## src/rtl/binary_map_pkg.sv

```systemverilog
// Shared types and default constants for the binary map writer.
package binary_map_pkg;

  localparam int unsigned DIMEN_DEF        = 16;
  localparam int unsigned BINARY_WIDTH_DEF = 4;
  localparam int unsigned SCORE_WIDTH_DEF  = 16;
  localparam int unsigned SUM_W            = 32;
  localparam int unsigned INDEX_W          = 16;

  typedef enum logic [1:0] {
    IDLE,
    COLLECT,
    DONE
  } state_t;

endpackage

```

## src/rtl/binary_map_writer_if.sv

```systemverilog
// Score stream in, row-buffer write port and row-sum reporting out.
interface binary_map_writer_if
  import binary_map_pkg::*;
#(
  parameter int unsigned dimen        = DIMEN_DEF,
  parameter int unsigned binary_width = BINARY_WIDTH_DEF,
  parameter int unsigned score_width  = SCORE_WIDTH_DEF
);

  logic                    start;
  logic [score_width-1:0]  threshold;
  logic [score_width-1:0]  score_in;
  logic                    score_valid;

  logic [binary_width:0]   binary_addr;
  logic                    binary_cen;
  logic                    binary_wen;
  logic                    binary_ren;
  logic [dimen-1:0]        binary_d;
  logic [SUM_W-1:0]        row_sum;
  logic [INDEX_W-1:0]      row_index;
  logic                    sum_valid;
  logic                    write_finish;

  modport master (
    output start, threshold, score_in, score_valid,
    input  binary_addr, binary_cen, binary_wen, binary_ren, binary_d,
    input  row_sum, row_index, sum_valid, write_finish
  );

  modport slave (
    input  start, threshold, score_in, score_valid,
    output binary_addr, binary_cen, binary_wen, binary_ren, binary_d,
    output row_sum, row_index, sum_valid, write_finish
  );

endinterface

```

## src/rtl/binary_map_writer_row_popcount.sv

```systemverilog
// Combinational population count of one packed map row.
module row_popcount
  import binary_map_pkg::*;
#(
  parameter int unsigned dimen = DIMEN_DEF
) (
  input  logic [dimen-1:0] row,
  output logic [SUM_W-1:0] count
);

  // Sum of set bits across the row
  always_comb begin
    count = '0;
    for (int unsigned i = 0; i < dimen; i++) begin
      count = count + SUM_W'(row[i]);
    end
  end

endmodule

```

## src/rtl/binary_map_writer.sv

```systemverilog
// Thresholds a row-major score stream into a dimen x dimen binary map and
// writes each packed row to an external buffer as one single-cycle pulse.
// Optional per-row popcount reporting: define BINARY_MAP_SUM_EN.
module binary_map_writer
  import binary_map_pkg::*;
#(
  parameter int unsigned dimen        = DIMEN_DEF,
  parameter int unsigned binary_width = BINARY_WIDTH_DEF,
  parameter int unsigned score_width  = SCORE_WIDTH_DEF
) (
  input  logic                CLK,
  input  logic                RESET,
  binary_map_writer_if.slave  bus
);

  localparam int unsigned CW = (dimen > 1) ? $clog2(dimen) : 1;
  localparam int unsigned AW = binary_width + 1;
  localparam logic [CW-1:0] LAST_ELEM = CW'(dimen - 1);
  localparam logic [AW-1:0] LAST_ROW  = AW'(dimen - 1);

  state_t                 state;
  logic [score_width-1:0] thr_q;
  logic [CW-1:0]          elem_cnt;
  logic [AW-1:0]          row_cnt;
  logic [dimen-1:0]       row_buf;
  logic [dimen-1:0]       row_next;
  logic                   hit;
  logic                   accept;
  logic                   row_done;

  // Element qualification and insertion of the new bit (first element at MSB)
  always_comb begin
    hit      = (bus.score_in >= thr_q);
    accept   = (state == COLLECT) && bus.score_valid && !bus.start;
    row_done = accept && (elem_cnt == LAST_ELEM);
    row_next = row_buf;
    row_next[LAST_ELEM - elem_cnt] = hit;
  end

  // Map FSM with registered buffer-port outputs; start wins in every state
  always_ff @(posedge CLK or posedge RESET) begin
    if (RESET) begin
      state            <= IDLE;
      thr_q            <= '0;
      elem_cnt         <= '0;
      row_cnt          <= '0;
      row_buf          <= '0;
      bus.binary_addr  <= '0;
      bus.binary_cen   <= 1'b0;
      bus.binary_wen   <= 1'b1;
      bus.binary_ren   <= 1'b0;
      bus.binary_d     <= '0;
      bus.write_finish <= 1'b0;
    end else begin
      bus.binary_addr <= '0;
      bus.binary_cen  <= 1'b0;
      bus.binary_wen  <= 1'b1;
      bus.binary_d    <= '0;
      if (bus.start) begin
        state            <= COLLECT;
        thr_q            <= bus.threshold;
        elem_cnt         <= '0;
        row_cnt          <= '0;
        row_buf          <= '0;
        bus.binary_ren   <= 1'b1;
        bus.write_finish <= 1'b0;
      end else begin
        case (state)
          COLLECT: begin
            if (row_done) begin
              // The output registers act as the write register: the pulse
              // appears on the cycle after the last element is accepted.
              bus.binary_cen  <= 1'b1;
              bus.binary_wen  <= 1'b0;
              bus.binary_addr <= row_cnt;
              bus.binary_d    <= row_next;
              row_buf         <= '0;
              elem_cnt        <= '0;
              if (row_cnt == LAST_ROW) begin
                row_cnt <= '0;
                state   <= DONE;
              end else begin
                row_cnt <= row_cnt + AW'(1);
              end
            end else if (accept) begin
              row_buf  <= row_next;
              elem_cnt <= elem_cnt + CW'(1);
            end
          end
          DONE: begin
            if (!bus.write_finish) begin
              bus.write_finish <= 1'b1;
              bus.binary_ren   <= 1'b0;
            end
          end
          default: ;
        endcase
      end
    end
  end

`ifdef BINARY_MAP_SUM_EN
  logic [SUM_W-1:0] pop;

  row_popcount #(.dimen(dimen)) u_popcount (
    .row   (row_next),
    .count (pop)
  );

  // Row sum and 1-based index, aligned with the write pulse
  always_ff @(posedge CLK or posedge RESET) begin
    if (RESET) begin
      bus.row_sum   <= '0;
      bus.row_index <= '0;
      bus.sum_valid <= 1'b0;
    end else begin
      bus.sum_valid <= row_done;
      if (row_done) begin
        bus.row_sum   <= pop;
        bus.row_index <= INDEX_W'(row_cnt) + INDEX_W'(1);
      end
    end
  end
`else
  assign bus.row_sum   = '0;
  assign bus.row_index = '0;
  assign bus.sum_valid = 1'b0;
`endif

endmodule

```

## src/flat_wrapper.sv

```systemverilog
// flat-port wrapper written by rule: the top's interface ports become plain ports
module binary_map_writer_flat import binary_map_pkg::*;
#(
  parameter int unsigned dimen        = DIMEN_DEF,
  parameter int unsigned binary_width = BINARY_WIDTH_DEF,
  parameter int unsigned score_width  = SCORE_WIDTH_DEF
)
  (CLK, RESET, bus_start, bus_threshold, bus_score_in, bus_score_valid, bus_binary_addr, bus_binary_cen, bus_binary_wen, bus_binary_ren, bus_binary_d, bus_row_sum, bus_row_index, bus_sum_valid, bus_write_finish);
  binary_map_writer_if #(.dimen(dimen), .binary_width(binary_width), .score_width(score_width)) bus_i ();
  input  logic CLK;
  input  logic RESET;
  input wire logic [$bits(bus_i.start)-1:0] bus_start;
  input wire logic [$bits(bus_i.threshold)-1:0] bus_threshold;
  input wire logic [$bits(bus_i.score_in)-1:0] bus_score_in;
  input wire logic [$bits(bus_i.score_valid)-1:0] bus_score_valid;
  output wire logic [$bits(bus_i.binary_addr)-1:0] bus_binary_addr;
  output wire logic [$bits(bus_i.binary_cen)-1:0] bus_binary_cen;
  output wire logic [$bits(bus_i.binary_wen)-1:0] bus_binary_wen;
  output wire logic [$bits(bus_i.binary_ren)-1:0] bus_binary_ren;
  output wire logic [$bits(bus_i.binary_d)-1:0] bus_binary_d;
  output wire logic [$bits(bus_i.row_sum)-1:0] bus_row_sum;
  output wire logic [$bits(bus_i.row_index)-1:0] bus_row_index;
  output wire logic [$bits(bus_i.sum_valid)-1:0] bus_sum_valid;
  output wire logic [$bits(bus_i.write_finish)-1:0] bus_write_finish;
  assign bus_i.start = bus_start;
  assign bus_i.threshold = bus_threshold;
  assign bus_i.score_in = bus_score_in;
  assign bus_i.score_valid = bus_score_valid;
  assign bus_binary_addr = bus_i.binary_addr;
  assign bus_binary_cen = bus_i.binary_cen;
  assign bus_binary_wen = bus_i.binary_wen;
  assign bus_binary_ren = bus_i.binary_ren;
  assign bus_binary_d = bus_i.binary_d;
  assign bus_row_sum = bus_i.row_sum;
  assign bus_row_index = bus_i.row_index;
  assign bus_sum_valid = bus_i.sum_valid;
  assign bus_write_finish = bus_i.write_finish;
  binary_map_writer #(.dimen(dimen), .binary_width(binary_width), .score_width(score_width)) u_core (.CLK(CLK), .RESET(RESET), .bus(bus_i));
endmodule
```

## config.mk

```make
export PLATFORM = sky130hd
export DESIGN_NAME = binary_map_writer_flat
export DESIGN_NICKNAME = d
export VERILOG_FILES = /design/src/rtl/binary_map_pkg.sv /design/src/rtl/binary_map_writer_if.sv /design/src/rtl/binary_map_writer_row_popcount.sv /design/src/rtl/binary_map_writer.sv /design/src/flat_wrapper.sv
export SDC_FILE = /design/constraint.sdc
export NUM_CORES = 1
export LEC_CHECK = 0
export CORE_ASPECT_RATIO = 0.9
export CORE_MARGIN = 2
export CORE_UTILIZATION = 40
export DETAILED_ROUTE_END_ITERATION = 7
export PLACE_DENSITY_LB_ADDON = 0.15
export REMOVE_ABC_BUFFERS = 1
export SETUP_SLACK_MARGIN = 0.05
export SYNTH_ARGS = -nofsm -noshare
export SYNTH_HDL_FRONTEND = slang
export SYNTH_SLANG_ARGS = --single-unit
```

## constraint.sdc

```tcl
create_clock -name CLK -period 2.09 [get_ports CLK]
set_clock_uncertainty 0.2 [all_clocks]
set_input_delay 0.3135 -clock CLK [delete_from_list [all_inputs] [get_ports CLK]]
set_output_delay 0.3135 -clock CLK [all_outputs]
set_load 0.005 [all_outputs]
```

* After elaboration in Yosys (flattened, before gate mapping)
Cells that the tools add are included.
Widths: inputs -> output; s select.
** Storage, ports and cells
- Output and inout port bits :: 74
- Register bits :: 68
- Memory bits (read-only) :: 0
- RAM bits :: 0
- Logic and storage cells :: 72
- Memories :: 0
- Bits of input ports :: 36
- Latch bits :: 0
** Operators by class
- Div/mod/pow operators :: 0
- Equality and inequality tests :: 5
- Magnitude comparators :: 3
- Shifts and indexed selects :: 0
- Muxes and demuxes :: 36
- Reduce and logical (&&, ||, !) cells :: 14
- $mul :: 0
- Bitwise gates (word level) :: 0
- $add $sub $neg :: 3
** Operators with widths (count)
- $mux 16 :: 7
- $mux 5 :: 7
- $bwmux 16 :: 1
- $ge 16x16->1 :: 1
- $mux 4 :: 4
- $mux 1 :: 12
- $mux 2 :: 4
- $reduce_bool 2->1 :: 4
- $reduce_and 2->1 :: 3
- $add 5x1->5 const B :: 1
- $eq 5x4->1 const B :: 1
- $lt 4x5->1 const B :: 1
- $add 4x1->4 const B :: 1
- $demux 1 s4 :: 1
- $eq 4x4->1 const B :: 1
- $ge 4x1->1 const B :: 1
- $logic_and 1x1->1 :: 4
- $sub 4x4->4 const A :: 1
- $reduce_and 3->1 :: 1
- $reduce_bool 3->1 :: 1
- $eq 2x1->1 const B :: 1
- $eq 2x2->1 const B :: 1
- $ne 2x2->1 const B :: 1
- $logic_not 1->1 :: 1

* Logic depth before layout (Yosys ltp)
- Depth in word-level cells :: 10
- Gate-level depth with buffers :: 9
- Gate-level depth less buffers :: 7

* Worst setup path before layout
OpenSTA, ideal clock, no wires.
- Path kind :: register to register
- Start :: register u_core.thr_q[13]
- End :: register u_core.row_buf[5]
- Cell stages (with the launch flop) :: 10
- Data required time :: 1.800 ns
- Period minus slack after synthesis :: 2.042 ns
- Setup slack :: 0.048 ns
- Path buffers :: 2
- Setup time :: 0.090 ns
- Arrival :: 1.752 ns
- Cell sequence :: dfrtp_1 > inv_1 > ha_1 > nand4_2 > nor4_1 > o31ai_1 > and4b_1 > buf_6 > buf_8 > o31ai_4
** On the way
- Cells in the longest elaborated chain, start to end :: 6
** Ends and longest elaborated chain
- start: declaration :: RTL line binary_map_writer.sv:22 : logic [score_width-1:0] thr_q;
- start signal: assignment :: RTL line binary_map_writer.sv:61 : thr_q <= bus.threshold;
- $ge 16x16->1 :: RTL line binary_map_writer.sv:33 : hit = (bus.score_in >= thr_q);
- $bwmux 16 :: RTL line binary_map_writer.sv:37 : row_next[LAST_ELEM - elem_cnt] = hit;
- $mux 16 :: RTL line binary_map_writer.sv:85 : end else if (accept) begin
- $mux 16 :: RTL line binary_map_writer.sv:70 : if (row_done) begin
- $mux 16 :: RTL line binary_map_writer.sv:68 : case (state)
- $mux 16 :: RTL line binary_map_writer.sv:59 : if (bus.start) begin
- end signal: assignment :: RTL line binary_map_writer.sv:86 : row_buf <= row_next;
- end: declaration :: RTL line binary_map_writer.sv:25 : logic [dimen-1:0] row_buf;
Every way passes these cells. The select of a mux whose other input is x is not followed.
A chain may end at the register's enable or synchronous reset.

* Worst setup path after layout
- Start :: input port bus_score_in[11]
- End :: register u_core.row_buf[8]
** On the way
- Cells in the longest elaborated chain, start to end :: 6
** Ends and longest elaborated chain
- start: declaration :: RTL line flat_wrapper.sv:14 : input wire logic [$bits(bus_i.score_in)-1:0] bus_score_in;
- $ge 16x16->1 :: RTL line binary_map_writer.sv:33
- $bwmux 16 :: RTL line binary_map_writer.sv:37
- $mux 16 :: RTL line binary_map_writer.sv:85
- $mux 16 :: RTL line binary_map_writer.sv:70
- $mux 16 :: RTL line binary_map_writer.sv:68
- $mux 16 :: RTL line binary_map_writer.sv:59
Every way passes these cells. The select of a mux whose other input is x is not followed.

==> impl_metrics.prom <==
# TYPE chip_impl_metric gauge
chip_impl_metric{name="finalCriticalPeriod",unit="ns"} 2.19
chip_impl_metric{name="post_drt_wl_per_cell",unit="um"} 12.1
chip_impl_metric{name="synth_top_area_share",unit="%"} 44.7
chip_impl_metric{name="gr-usage-all-layers",unit="%"} 15.6
chip_impl_metric{name="total_leakage_power",unit="uW"} 0.00214
chip_impl_metric{name="detail_route.first_pass.iterations",unit=""} 4
chip_impl_metric{name="max-cap-violations",unit=""} 0
chip_impl_metric{name="met3RoutedLength",unit="um"} 524
chip_impl_metric{name="final-hold-violation-count",unit=""} 0
chip_impl_metric{name="die_area",unit="um^2"} 10000
chip_impl_metric{name="clk_transition_reported_paths",unit="ns"} 0.07
chip_impl_info{name="prevailing_post_synth_register_cell",value="sky130_fd_sc_hd__dfrtp_1"} 1
chip_impl_metric{name="io-pin-count",unit=""} 110
chip_impl_info{name="ys_top_cells_by_count",value="sky130_fd_sc_hd__dfrtp_1, sky130_fd_sc_hd__buf_4, sky130_fd_sc_hd__o21ai_0, sky130_fd_sc_hd__a21oi_1, sky130_fd_sc_hd__nor2_1"} 1
chip_impl_metric{name="worst-path-max-fanout",unit=""} 19
chip_impl_info{name="dr.max_layer_used",value="met4"} 1
chip_impl_info{name="crit_path_start_kind",value="primary input"} 1
chip_impl_metric{name="core_area",unit="um^2"} 9040
chip_impl_info{name="clockRootBuffer",value="sky130_fd_sc_hd__clkbuf_8"} 1
chip_impl_metric{name="number_of_global_route_vias_before_repair",unit=""} 2643
chip_impl_metric{name="routed_metal_1_wirelength",unit="um"} 3250
chip_impl_metric{name="layout_worst_path_cycle_share",unit="%"} 105
chip_impl_info{name="timing_worst_setup_path_type",value="primary input to flop"} 1
chip_impl_metric{name="yosys_warnings",unit=""} 0
chip_impl_metric{name="fmax",unit="MHz"} 457
chip_impl_metric{name="asyncSetResetFlopFracSynth",unit="%"} 100
chip_impl_metric{name="dp_hpwl",unit="um"} 4990
chip_impl_metric{name="clkLatencyLatePin",unit="ns"} 0.34
chip_impl_metric{name="layout.nets",unit=""} 523
chip_impl_metric{name="setup_viol",unit=""} 18
chip_impl_metric{name="power.switching",unit="uW"} 723
chip_impl_metric{name="p_per_area",unit="nW/um^2"} 591
chip_impl_info{name="path_cells",value="clkdlybuf4s50_1 > ha_1 > nand4_1 > nor4_2 > o31ai_1 > and4b_1 > buf_12 > o41ai_2"} 1
chip_impl_metric{name="syn_to_final_growth",unit="%"} 24.9
chip_impl_metric{name="floorplan.die.width",unit="um"} 105
chip_impl_metric{name="post-route-drc-count",unit=""} 0
chip_impl_metric{name="num_antenna_cells",unit=""} 0
chip_impl_metric{name="combPwrFrac",unit="%"} 14.7
chip_impl_metric{name="max_stage_delay",unit="ns"} 0.40
chip_impl_metric{name="routability_congestion_estimate",unit=""} 0.742
chip_impl_info{name="rsz0062_at_grt",value="yes"} 1
chip_impl_info{name="status",value="finished, violations left"} 1
chip_impl_metric{name="power.sequential.fraction",unit="%"} 49.3
chip_impl_metric{name="grt_start_max_net_pins",unit=""} 56
chip_impl_metric{name="critPathRequiredTime",unit="ns"} 2.13
chip_impl_info{name="dominant_cell_type_by_area_after_synthesis",value="sky130_fd_sc_hd__dfrtp_1"} 1
chip_impl_metric{name="numClockSinks",unit=""} 67
chip_impl_info{name="yosys.cell_count.top_type",value="sky130_fd_sc_hd__dfrtp_1"} 1
chip_impl_metric{name="n_fill_cell",unit=""} 840
chip_impl_metric{name="initial_core_utilization",unit="%"} 40.8
chip_impl_info{name="timing.critical_path.slowest_stage_cell",value="sky130_fd_sc_hd__clkdlybuf4s50_1"} 1
chip_impl_metric{name="std_cell_rows",unit=""} 33
chip_impl_metric{name="worst_r2r_path_depth",unit=""} 8
chip_impl_metric{name="antenna_found_initial",unit=""} 0
chip_impl_metric{name="hold_bufs_at_cts",unit=""} 0
chip_impl_metric{name="drtIter0Drc",unit=""} 133
chip_impl_metric{name="maxSlewViolCount",unit=""} 0
chip_impl_metric{name="route.met2.wl",unit="um"} 3300
chip_impl_info{name="endpoint_kind",value="flop"} 1
chip_impl_metric{name="ir_drop",unit="mV"} 0.270
chip_impl_metric{name="post-place-ws",unit="ns"} -0.530
chip_impl_metric{name="sw_frac_of_total",unit="%"} 26.5
chip_impl_metric{name="relative_contribution_of_the_clock_network_to_total_power",unit="%"} 35.9
chip_impl_metric{name="rrSetupSlack",unit="ns"} -0.07
chip_impl_metric{name="yosys_register_bits",unit=""} 67
chip_impl_metric{name="worst_case_setup_margin_in_the_final_layout",unit="ns"} -0.0994
chip_impl_metric{name="numCtsBuffers",unit=""} 9
chip_impl_metric{name="htree_levels",unit=""} 3
chip_impl_info{name="worstHoldPathType",value="primary input to asynchronous set/reset pin"} 1
chip_impl_metric{name="post_synth_num_cell_types",unit=""} 43
chip_impl_metric{name="internal-power",unit="uW"} 2000
chip_impl_metric{name="grt_remaining_overflow",unit=""} 0
chip_impl_metric{name="synth.cell_area",unit="um^2"} 3690
chip_impl_info{name="synth.area.top_cells",value="sky130_fd_sc_hd__dfrtp_1, sky130_fd_sc_hd__buf_4, sky130_fd_sc_hd__ha_1"} 1
chip_impl_metric{name="number_of_enable_type_register_cells_in_the_synthesized_netlist",unit=""} 0
chip_impl_metric{name="postSynthAreaPerCell",unit="um^2"} 9.35
chip_impl_info{name="failed_checks",value="setup timing"} 1
chip_impl_metric{name="place.port_buffers",unit=""} 60
chip_impl_metric{name="syn-instance-count",unit=""} 395
chip_impl_info{name="clock_tree_from_tritoncts",value="built"} 1
chip_impl_metric{name="via_count",unit=""} 2755
chip_impl_metric{name="grt_pass1_wl",unit="um"} 12400
chip_impl_metric{name="cp.arrival",unit="ns"} 2.23
chip_impl_metric{name="routed_wl",unit="um"} 7160
chip_impl_metric{name="synth-seq-area-share",unit="%"} 45.4
chip_impl_metric{name="vias_per_cell",unit=""} 4.65
chip_impl_metric{name="design_power_total",unit="uW"} 2720
chip_impl_metric{name="cts_max_path_buffers",unit=""} 2
chip_impl_metric{name="die_h",unit="um"} 95.2
chip_impl_metric{name="final_antenna_violating_net_count",unit=""} 0
chip_impl_metric{name="layout-drive-gt1-share",unit="%"} 12.7
==> critical path: cells and delay by family <==
kind	cells	cell delay (ns)
compound gates	2	0.37
simple gates	3	0.67
buf+inv	2	0.56
fa+ha+maj	1	0.30
==> power by group through the flow <==
stage,registers [uW],clock network (uW),logic [uW]
floorplan,1370,0,196
global placement,1370,0,384
detailed placement,1370,0,389
CTS,1340,1020,392
global route,1350,1070,459
finish,1340,979,402
==> state kept, by name (all words and copies together), names as in the netlist, 2 cells and up <==
signal                  flops
u_core.bus.binary_addr      5
u_core.thr_q               16
u_core.elem_cnt             4
u_core.state                2
u_core.row_cnt              5
u_core.row_buf             15
u_core.bus.binary_d        16
==> cell families after synthesis <==
kind of cell | Yosys count | share of synthesized area, %
compound gates | 89 | 14.8
mux | 1 | 0.305
fa+ha+maj | 21 | 7.11
flops | 67 | 45.4
buf+inv | 94 | 15.1
other cells | 1 | 0.102
xor+xnor | 2 | 0.474
simple gates | 120 | 16.7
==> per-layer routing <==
metal / track usage (%) / up-vias
met5: 0 / -
met4: 4.78 / 0
met3: 5.13 / 7
met2: 25.5 / 105
met1: 19.9 / 1270
li1: - / 1373
==> through the flow <==
stage / area (um^2) / util, % / std cells / hold slack (ns) / TNS, ns
after global routing: 4610 / 51.0 / 593 / 0.0579 / -2.63
after detailed placement: 4370 / 48.4 / 576 / 0.274 / -9.04
after floorplan: 3390 / - / 370 / 0.177 / -10.08
after global placement: 4370 / 48.4 / 576 / 0.271 / -7.51
after CTS: 4560 / 50.4 / 592 / 0.0499 / -0.711
final: 4610 / 51.0 / 593 / 0.0529 / -0.755
==> worst paths after layout <==
| path | startpoint | to |
|---|---|---|
| worst min-delay path | RESET | u_core.thr_q[1] |
| worst max register to register | u_core.thr_q[11] | u_core.row_buf[8] |
| worst max-delay path | bus_score_in[11] | u_core.row_buf[8] |
| min in group CLK | bus_start | u_core.elem_cnt[2] |
| max in group asynchronous | RESET | u_core.bus.binary_wen |
| worst min register to register | u_core.row_buf[14] | u_core.bus.binary_d[14] |
==> layout by cell type (no fill, tap or decap), types with 2 or more instances in the layout <==
| cell | Yosys | layout |
|---|---|---|
| sky130_fd_sc_hd__dfrtp_1 | 66 | 66 |
| sky130_fd_sc_hd__clkdlybuf4s50_1 | 0 | 57 |
| sky130_fd_sc_hd__conb_1 | 1 | 49 |
| sky130_fd_sc_hd__o21ai_0 | 34 | 34 |
| sky130_fd_sc_hd__a21oi_1 | 33 | 31 |
| sky130_fd_sc_hd__nor2_1 | 30 | 29 |
| sky130_fd_sc_hd__nand2_1 | 28 | 28 |
| sky130_fd_sc_hd__buf_4 | 49 | 21 |
| sky130_fd_sc_hd__ha_1 | 21 | 19 |
| sky130_fd_sc_hd__nand3_1 | 17 | 17 |
| sky130_fd_sc_hd__inv_1 | 21 | 16 |
| sky130_fd_sc_hd__nor2b_1 | 14 | 14 |
| sky130_fd_sc_hd__clkbuf_8 | 0 | 11 |
| sky130_fd_sc_hd__nand3b_1 | 7 | 7 |
| sky130_fd_sc_hd__o31ai_1 | 8 | 7 |
| sky130_fd_sc_hd__and2_1 | 7 | 7 |
| sky130_fd_sc_hd__inv_2 | 0 | 5 |
| sky130_fd_sc_hd__and3_1 | 4 | 4 |
| sky130_fd_sc_hd__buf_12 | 0 | 4 |
| sky130_fd_sc_hd__a21o_1 | 3 | 3 |
| sky130_fd_sc_hd__nand4b_1 | 3 | 3 |
| sky130_fd_sc_hd__a21oi_2 | 0 | 2 |
| sky130_fd_sc_hd__a31oi_1 | 2 | 2 |
| sky130_fd_sc_hd__o41ai_2 | 2 | 2 |
| sky130_fd_sc_hd__o31ai_4 | 2 | 2 |
| sky130_fd_sc_hd__xor2_1 | 2 | 2 |
| sky130_fd_sc_hd__ha_4 | 0 | 2 |
| sky130_fd_sc_hd__clkinv_2 | 0 | 2 |
| sky130_fd_sc_hd__clkinvlp_4 | 0 | 2 |
| sky130_fd_sc_hd__dlymetal6s2s_1 | 0 | 2 |
==> layout make-up <==
type / count / area, um^2 / area share (%)
Clock buffer: 12 / 155 / 3.36
Sequential cell: 67 / 1680 / 36.4
Tap cell: 122 / 153 / 3.31
Clock inverter: 4 / 25.0 / 0.543
Multi-Input combinational cell: 282 / 1680 / 36.5
Timing Repair Buffer: 85 / 838 / 18.2
Inverter: 21 / 78.8 / 1.71
==> what timing repair did <==
action                     CTS  global route
setup endpoints to repair   19            28
gates cloned                 0             0
gates resized for setup      2            11
buffers inserted             0             1
pin swaps                    1             4
No activity file was read; power rests on OpenSTA's default activity.
